==> config.mk <==
export PLATFORM = sky130hd
export DESIGN_NAME = ip_gpio_x_flat
export DESIGN_NICKNAME = d
export VERILOG_FILES = /design/src/rtl/ip_gpio_x_if.sv /design/src/rtl/ip_gpio_x.sv /design/src/flat_wrapper.sv
export SDC_FILE = /design/constraint.sdc
export NUM_CORES = 1
export LEC_CHECK = 0
export CORE_MARGIN = 1.5
export CORE_UTILIZATION = 37
export CTS_BUF_LIST = sky130_fd_sc_hd__clkbuf_16
export DETAILED_ROUTE_END_ITERATION = 12
export PLACE_DENSITY = 0.77
export SLEW_MARGIN = 20
export SYNTH_ARGS = -nofsm -noshare
export SYNTH_HDL_FRONTEND = slang
export SYNTH_SLANG_ARGS = --single-unit
==> constraint.sdc <==
create_clock -name clk -period 1.9 [get_ports clk]
set_input_delay 0.57 -clock clk [delete_from_list [all_inputs] [get_ports clk]]
set_output_delay 0.57 -clock clk [all_outputs]
set_load 0.005 [all_outputs]
==> src/rtl/ip_gpio_x_if.sv <==
// Bus bundle for ip_gpio_x: the MSX-50BUS I/O-space signals between the
// host side (master) and the GPIO block (slave).
interface ip_gpio_x_if;
    logic [15:0] address;
    logic        read_ready;
    logic [7:0]  read_data;
    logic [7:0]  write_data;
    logic        io_read;
    logic        io_write;

    modport master (
        output address,
        output write_data,
        output io_read,
        output io_write,
        input  read_ready,
        input  read_data
    );

    modport slave (
        input  address,
        input  write_data,
        input  io_read,
        input  io_write,
        output read_ready,
        output read_data
    );
endinterface

==> src/rtl/ip_gpio_x.sv <==
// ip_gpio_x: multi-port bidirectional GPIO on the MSX-50BUS I/O space.
// Each 8-bit port has an output latch, a direction register and an input
// synchronizer. Building with IP_GPIO_X_IRQ_EN defined adds per-bit
// rising-edge interrupt enable/status registers and the int_n line.
// Register map per port p at io_address + 4*p:
//   +0 DATA, +1 DIR, +2 IEN, +3 ISTAT (write-1-to-clear)
module ip_gpio_x #(
    parameter logic [7:0] io_address  = 8'h10,
    parameter int         PORTS       = 2,
    parameter int         SYNC_STAGES = 2
) (
    input  logic               clk,
    input  logic               reset,
    ip_gpio_x_if.slave         bus,
    output logic [8*PORTS-1:0] gpo,
    output logic [8*PORTS-1:0] gpo_oe,
    input  logic [8*PORTS-1:0] gpi,
    output logic               int_n
);
    localparam int WIDTH = 8 * PORTS;

    localparam logic [1:0] REG_DATA = 2'd0;
    localparam logic [1:0] REG_DIR  = 2'd1;
`ifdef IP_GPIO_X_IRQ_EN
    localparam logic [1:0] REG_IEN   = 2'd2;
    localparam logic [1:0] REG_ISTAT = 2'd3;
`endif

    // Address decode
    logic [7:0] addr_lo;
    logic [8:0] addr_offset;
    logic       hit;
    logic [1:0] port_sel;
    logic [1:0] reg_sel;
    logic       wr_hit;
    logic       rd_hit;

    // Pin-side state
    logic [WIDTH-1:0]                  out_latch;
    logic [WIDTH-1:0]                  dir_reg;
    logic [SYNC_STAGES-1:0][WIDTH-1:0] sync_chain;
    logic [WIDTH-1:0]                  sync_in;

    // Read response pipe
    logic [7:0] rd_value;
    logic       rd_ready_q;
    logic [7:0] rd_data_q;

`ifdef IP_GPIO_X_IRQ_EN
    logic [WIDTH-1:0] ien_reg;
    logic [WIDTH-1:0] istat_reg;
    logic [WIDTH-1:0] prev_in;
    logic [WIDTH-1:0] rise;
    logic [WIDTH-1:0] clear_mask;
    logic             int_n_q;
`endif

    // Only the low address byte is decoded; the offset is computed in 9 bits
    // so an address below the base wraps far outside the window instead of
    // aliasing into it, and a window ending at 8'hFF does not overflow.
    logic unused_addr_bits;
    assign unused_addr_bits = &{1'b0, bus.address[15:8], addr_offset[8:4]};

    assign addr_lo     = bus.address[7:0];
    assign addr_offset = {1'b0, addr_lo} - {1'b0, io_address};
    assign hit         = (addr_offset < 9'(4 * PORTS));
    assign port_sel    = addr_offset[3:2];
    assign reg_sel     = addr_lo[1:0];
    assign wr_hit      = hit && bus.io_write;
    assign rd_hit      = hit && bus.io_read;

    // Output latch and direction register take bus writes to the selected port
    always_ff @(posedge clk) begin
        if (reset) begin
            out_latch <= '0;
            dir_reg   <= '0;
        end else if (wr_hit) begin
            for (int p = 0; p < PORTS; p++) begin
                if (port_sel == 2'(p)) begin
                    if (reg_sel == REG_DATA) begin
                        out_latch[8*p +: 8] <= bus.write_data;
                    end
                    if (reg_sel == REG_DIR) begin
                        dir_reg[8*p +: 8] <= bus.write_data;
                    end
                end
            end
        end
    end

    // Pin input synchronizer chain; the last stage is the usable input value
    always_ff @(posedge clk) begin
        if (reset) begin
            sync_chain <= '0;
        end else begin
            sync_chain[0] <= gpi;
            for (int s = 1; s < SYNC_STAGES; s++) begin
                sync_chain[s] <= sync_chain[s-1];
            end
        end
    end

    assign sync_in = sync_chain[SYNC_STAGES-1];

    // Read mux: DATA shows the latch on output bits and the pin on input bits
    always_comb begin
        rd_value = 8'h00;
        for (int p = 0; p < PORTS; p++) begin
            if (port_sel == 2'(p)) begin
                case (reg_sel)
                    REG_DATA: rd_value = (dir_reg[8*p +: 8] & out_latch[8*p +: 8]) |
                                         (~dir_reg[8*p +: 8] & sync_in[8*p +: 8]);
                    REG_DIR:  rd_value = dir_reg[8*p +: 8];
`ifdef IP_GPIO_X_IRQ_EN
                    REG_IEN:   rd_value = ien_reg[8*p +: 8];
                    REG_ISTAT: rd_value = istat_reg[8*p +: 8];
`endif
                    default:  rd_value = 8'h00;
                endcase
            end
        end
    end

    // Read response: captured from pre-write state, valid for exactly one cycle per strobe cycle
    always_ff @(posedge clk) begin
        if (reset) begin
            rd_ready_q <= 1'b0;
            rd_data_q  <= 8'h00;
        end else begin
            rd_ready_q <= rd_hit;
            rd_data_q  <= rd_hit ? rd_value : 8'h00;
        end
    end

    assign bus.read_ready = rd_ready_q;
    assign bus.read_data  = rd_data_q;
    assign gpo            = out_latch;
    assign gpo_oe         = dir_reg;

`ifdef IP_GPIO_X_IRQ_EN
    // Output bits and disabled bits never raise status
    assign rise = sync_in & ~prev_in & ~dir_reg & ien_reg;

    // One-cycle history of the synchronized inputs for edge detection
    always_ff @(posedge clk) begin
        if (reset) begin
            prev_in <= '0;
        end else begin
            prev_in <= sync_in;
        end
    end

    // Write-1-to-clear mask aimed at the addressed port's status byte
    always_comb begin
        clear_mask = '0;
        if (wr_hit && (reg_sel == REG_ISTAT)) begin
            for (int p = 0; p < PORTS; p++) begin
                if (port_sel == 2'(p)) begin
                    clear_mask[8*p +: 8] = bus.write_data;
                end
            end
        end
    end

    // Interrupt enable register takes bus writes to the selected port
    always_ff @(posedge clk) begin
        if (reset) begin
            ien_reg <= '0;
        end else if (wr_hit && (reg_sel == REG_IEN)) begin
            for (int p = 0; p < PORTS; p++) begin
                if (port_sel == 2'(p)) begin
                    ien_reg[8*p +: 8] <= bus.write_data;
                end
            end
        end
    end

    // Status: clear first, then set, so a coincident edge is never lost
    always_ff @(posedge clk) begin
        if (reset) begin
            istat_reg <= '0;
        end else begin
            istat_reg <= (istat_reg & ~clear_mask) | rise;
        end
    end

    // Registered interrupt line, one cycle behind the status bits
    always_ff @(posedge clk) begin
        if (reset) begin
            int_n_q <= 1'b1;
        end else begin
            int_n_q <= ~(|istat_reg);
        end
    end

    assign int_n = int_n_q;
`else
    assign int_n = 1'b1;
`endif

endmodule

==> src/flat_wrapper.sv <==
// flat-port wrapper written by rule: the top's interface ports become plain ports
module ip_gpio_x_flat 
#(
    parameter logic [7:0] io_address  = 8'h10,
    parameter int         PORTS       = 2,
    parameter int         SYNC_STAGES = 2
)
  (clk, reset, gpo, gpo_oe, gpi, int_n, bus_address, bus_write_data, bus_io_read, bus_io_write, bus_read_ready, bus_read_data);
  ip_gpio_x_if bus_i ();
  input  logic clk;
  input  logic reset;
  output logic [8*PORTS-1:0] gpo;
  output logic [8*PORTS-1:0] gpo_oe;
  input  logic [8*PORTS-1:0] gpi;
  output logic int_n;
  input wire logic [$bits(bus_i.address)-1:0] bus_address;
  input wire logic [$bits(bus_i.write_data)-1:0] bus_write_data;
  input wire logic [$bits(bus_i.io_read)-1:0] bus_io_read;
  input wire logic [$bits(bus_i.io_write)-1:0] bus_io_write;
  output wire logic [$bits(bus_i.read_ready)-1:0] bus_read_ready;
  output wire logic [$bits(bus_i.read_data)-1:0] bus_read_data;
  assign bus_i.address = bus_address;
  assign bus_i.write_data = bus_write_data;
  assign bus_i.io_read = bus_io_read;
  assign bus_i.io_write = bus_io_write;
  assign bus_read_ready = bus_i.read_ready;
  assign bus_read_data = bus_i.read_data;
  ip_gpio_x #(.io_address(io_address), .PORTS(PORTS), .SYNC_STAGES(SYNC_STAGES)) u_core (.clk(clk), .reset(reset), .bus(bus_i), .gpo(gpo), .gpo_oe(gpo_oe), .gpi(gpi), .int_n(int_n));
endmodule
==> qor.csv <==
metric;value;unit
Starting Density;38.0;%
Fin. Hold Viols;0;
hold_ws;0.433;ns
vias in the first global route;2098;
post-route insts no fill;460;
area of the multi-input gates;0.00138;mm²
full die area;0.00839;mm²
H-tree Lvls;3;
Core ar.;0.00765;mm²
warning count from the yosys run;0;
Yosys reg bits;73;
share of layout cells above drive strength 1;15.1;%
Worst setup EP type;output port;
most frequent cells in the layout;73 x dfxtp_1, 71 x clkdlybuf4s50_1, 41 x nand2b_1;
wire per inst;14.5;µm
chip width;91.6;µm
leakage;0.00171;µW
GR Overflow Total;0;
initial antenna violation count;0;
largest net degree at the start of global routing;74;
CP max stage cell;clkdlybuf4s50_1;
clock sinks;73;
most common cell after layout, fill and taps aside;dfxtp_1;
IO Pins;86;
Setup CP Type;reg -> out;
unrepaired setup endpoints after global routing;no;
Total GRT Usage;16.4;%
Syn Area/Cell;11.0;µm²
DR iter-0 viols;94;
placed instance count;443;
clock root buffer;clkbuf_16;
post-synthesis cell count;264;
Period minus WS final;1.83;ns
Diodes inserted;0;
FILL cells;667;
Syn Nets;309;
GP Congestion;0.814;
chip height;91.6;µm
power density over the cells;822;mW/mm²
Buffers & Inverters on Critical Path;1;
CP required;1.33;ns
Yosys cell types;36;
crit share post-route;96.1;%
Layout area overhead;45.1;%
CP Launch Type;flop;
DRT Pass-1 Iters;4;
Peak VDD IR;457;µV
Post-Syn Area;0.00291;mm²
Worst Path Arrival;1.26;ns
post-route cell area;0.00422;mm²
critical path cell sequence;clkdlybuf4s50_1;
CTS tree;done;
overall power;3460;µW
Residual DRC;0;
max cap viols;0;
CTS Buf Count;9;
CP max FO;4;
CP top delay family;buffers and inverters;
I/O Buffers;76;
final setup vio count;0;
hold buffers post-CTS;0;
detailed-route via count;2146;
Cell Area, Placed;0.00387;mm²
FMAX;0.547;GHz
register area;0.00146;mm²
final wirelength;6.66;mm
status;finished, final reports clean;
Clock Latency Late Sink;0.32;ns
Max Slew Vio Count;0;
Via density;4.67;
post-layout net count;398;
skew final;0.00493;ns
Cell Rows;32;
flop-to-flop setup slack;0.71;ns
HPWL after DPL;4.61;mm
clock-pin slew of the registers on the worst-case setup and hold paths;0.06;ns
register area share after synthesis;50.3;%
antenna-violating nets left;0;
Crit path largest cell delay;0.53;ns
first-pass GRT wire length;10.7;mm
clock buffer depth;2;
HP Class;reg -> reg;
[layer usage]
metal | wire length [µm] | vias to the layer above | GRT usage [%]
met5 | 0 | - | 0
met4 | 144 | 0 | 7.94
met3 | 324 | 11 | 3.23
met2 | 3110 | 65 | 26.3
met1 | 3080 | 995 | 21.0
li1 | - | 1075 | -
[final cells by class]
| type | count | share of cell area, % |
|---|---|---|
| timing repair buffer | 94 | 22.1 |
| multi-input combinational | 170 | 32.7 |
| clock buffer | 9 | 5.34 |
| sequential | 73 | 34.7 |
| tap | 102 | 3.03 |
| clock inverter | 7 | 1.69 |
| inverter | 5 | 0.445 |
[synth_stat cells]
library cell  count  share of area [%]
ha_1              1               0.43
a22oi_1           3               0.78
a21oi_1           3               0.52
nand3b_1          2               0.52
nand4_4           3                2.2
mux2_2            9                3.5
nor4b_4           1               0.82
nor3b_2           1               0.43
nor3_1            7                1.2
o311a_1           2               0.69
o21ai_0           4               0.69
nor3b_1           3               0.78
dfxtp_1          73                 50
buf_2             4               0.69
and2_1            1               0.22
o21a_1            5                1.3
nand3_1           1               0.17
inv_1             5               0.65
clkbuf_1          9                1.2
and4_1            1               0.30
nor4b_1           3               0.90
mux2i_1          32                 11
buf_4             2               0.52
buf_6             1               0.39
nor2_1            1               0.13
nand2_1           3               0.39
a311oi_1          2               0.60
a211oi_1          2               0.52
conb_1            1               0.13
nand4b_1          1               0.30
nand2b_1         41                8.8
o22ai_1           1               0.22
nor4_4            1               0.73
nor2b_1          33                7.1
nor4bb_1          1               0.34
xnor2_2           1               0.56
[worst paths after layout]
check                        start                      end  depth (start not counted)
max               u_core.gpo_oe[0]                gpo_oe[0]                          1
min          u_core.sync_chain[12]       u_core.sync_in[12]                          1
max reg2reg       u_core.gpo_oe[0]  u_core.bus.read_data[0]                          3
min reg2reg  u_core.sync_chain[12]       u_core.sync_in[12]                          1
[logic make-up (layout without fill, tap and decap cells)]
kind of cell,Yosys count,count (layout),share of synthesized area [%]
flip-flops,73,73,50.3
adder cells (fa/ha/maj),1,1,0.431
multiplexers,41,41,14.5
other,1,1,0.129
buffers and inverters,21,115,3.40
AND/OR/NAND/NOR,104,104,25.4
AO/OA/AOI/OAI,22,22,5.30
XOR/XNOR,1,1,0.560
[power by group]
group	internal, µW	switching (µW)	leakage [µW]
logic	145	103	0.000969
clock network	1010	630	0.000143
registers	1560	8.97	0.000595
[per-stage QoR]
step / utilization (%) / setup slack, ns / TNS (ns)
after floorplan: - / 0.0444 / 0
after global placement: 50.7 / -0.554 / -20.20
after detailed placement: 50.7 / -0.580 / -20.61
after CTS: 54.7 / 0.0206 / 0
after global routing: 55.1 / 0.00971 / 0
final: 55.1 / 0.0735 / 0
[timing repair]
action / 4_1_cts / 5_1_grt
endpoints found under the setup margin: 40 / 34
endpoints found under the hold margin: 0 / 0
gates resized for setup: 5 / 6
setup buffers: 0 / 1
gates cloned: 0 / 0
pin swaps: 3 / 1
[sequential cells by signal (all words and copies together), names as in the netlist]
name                   count
u_core.bus.read_ready      1
u_core.sync_chain         16
u_core.gpo                16
u_core.bus.read_data       8
u_core.gpo_oe             16
u_core.sync_in            16
Note: power is estimated with default switching activity, not from simulation.
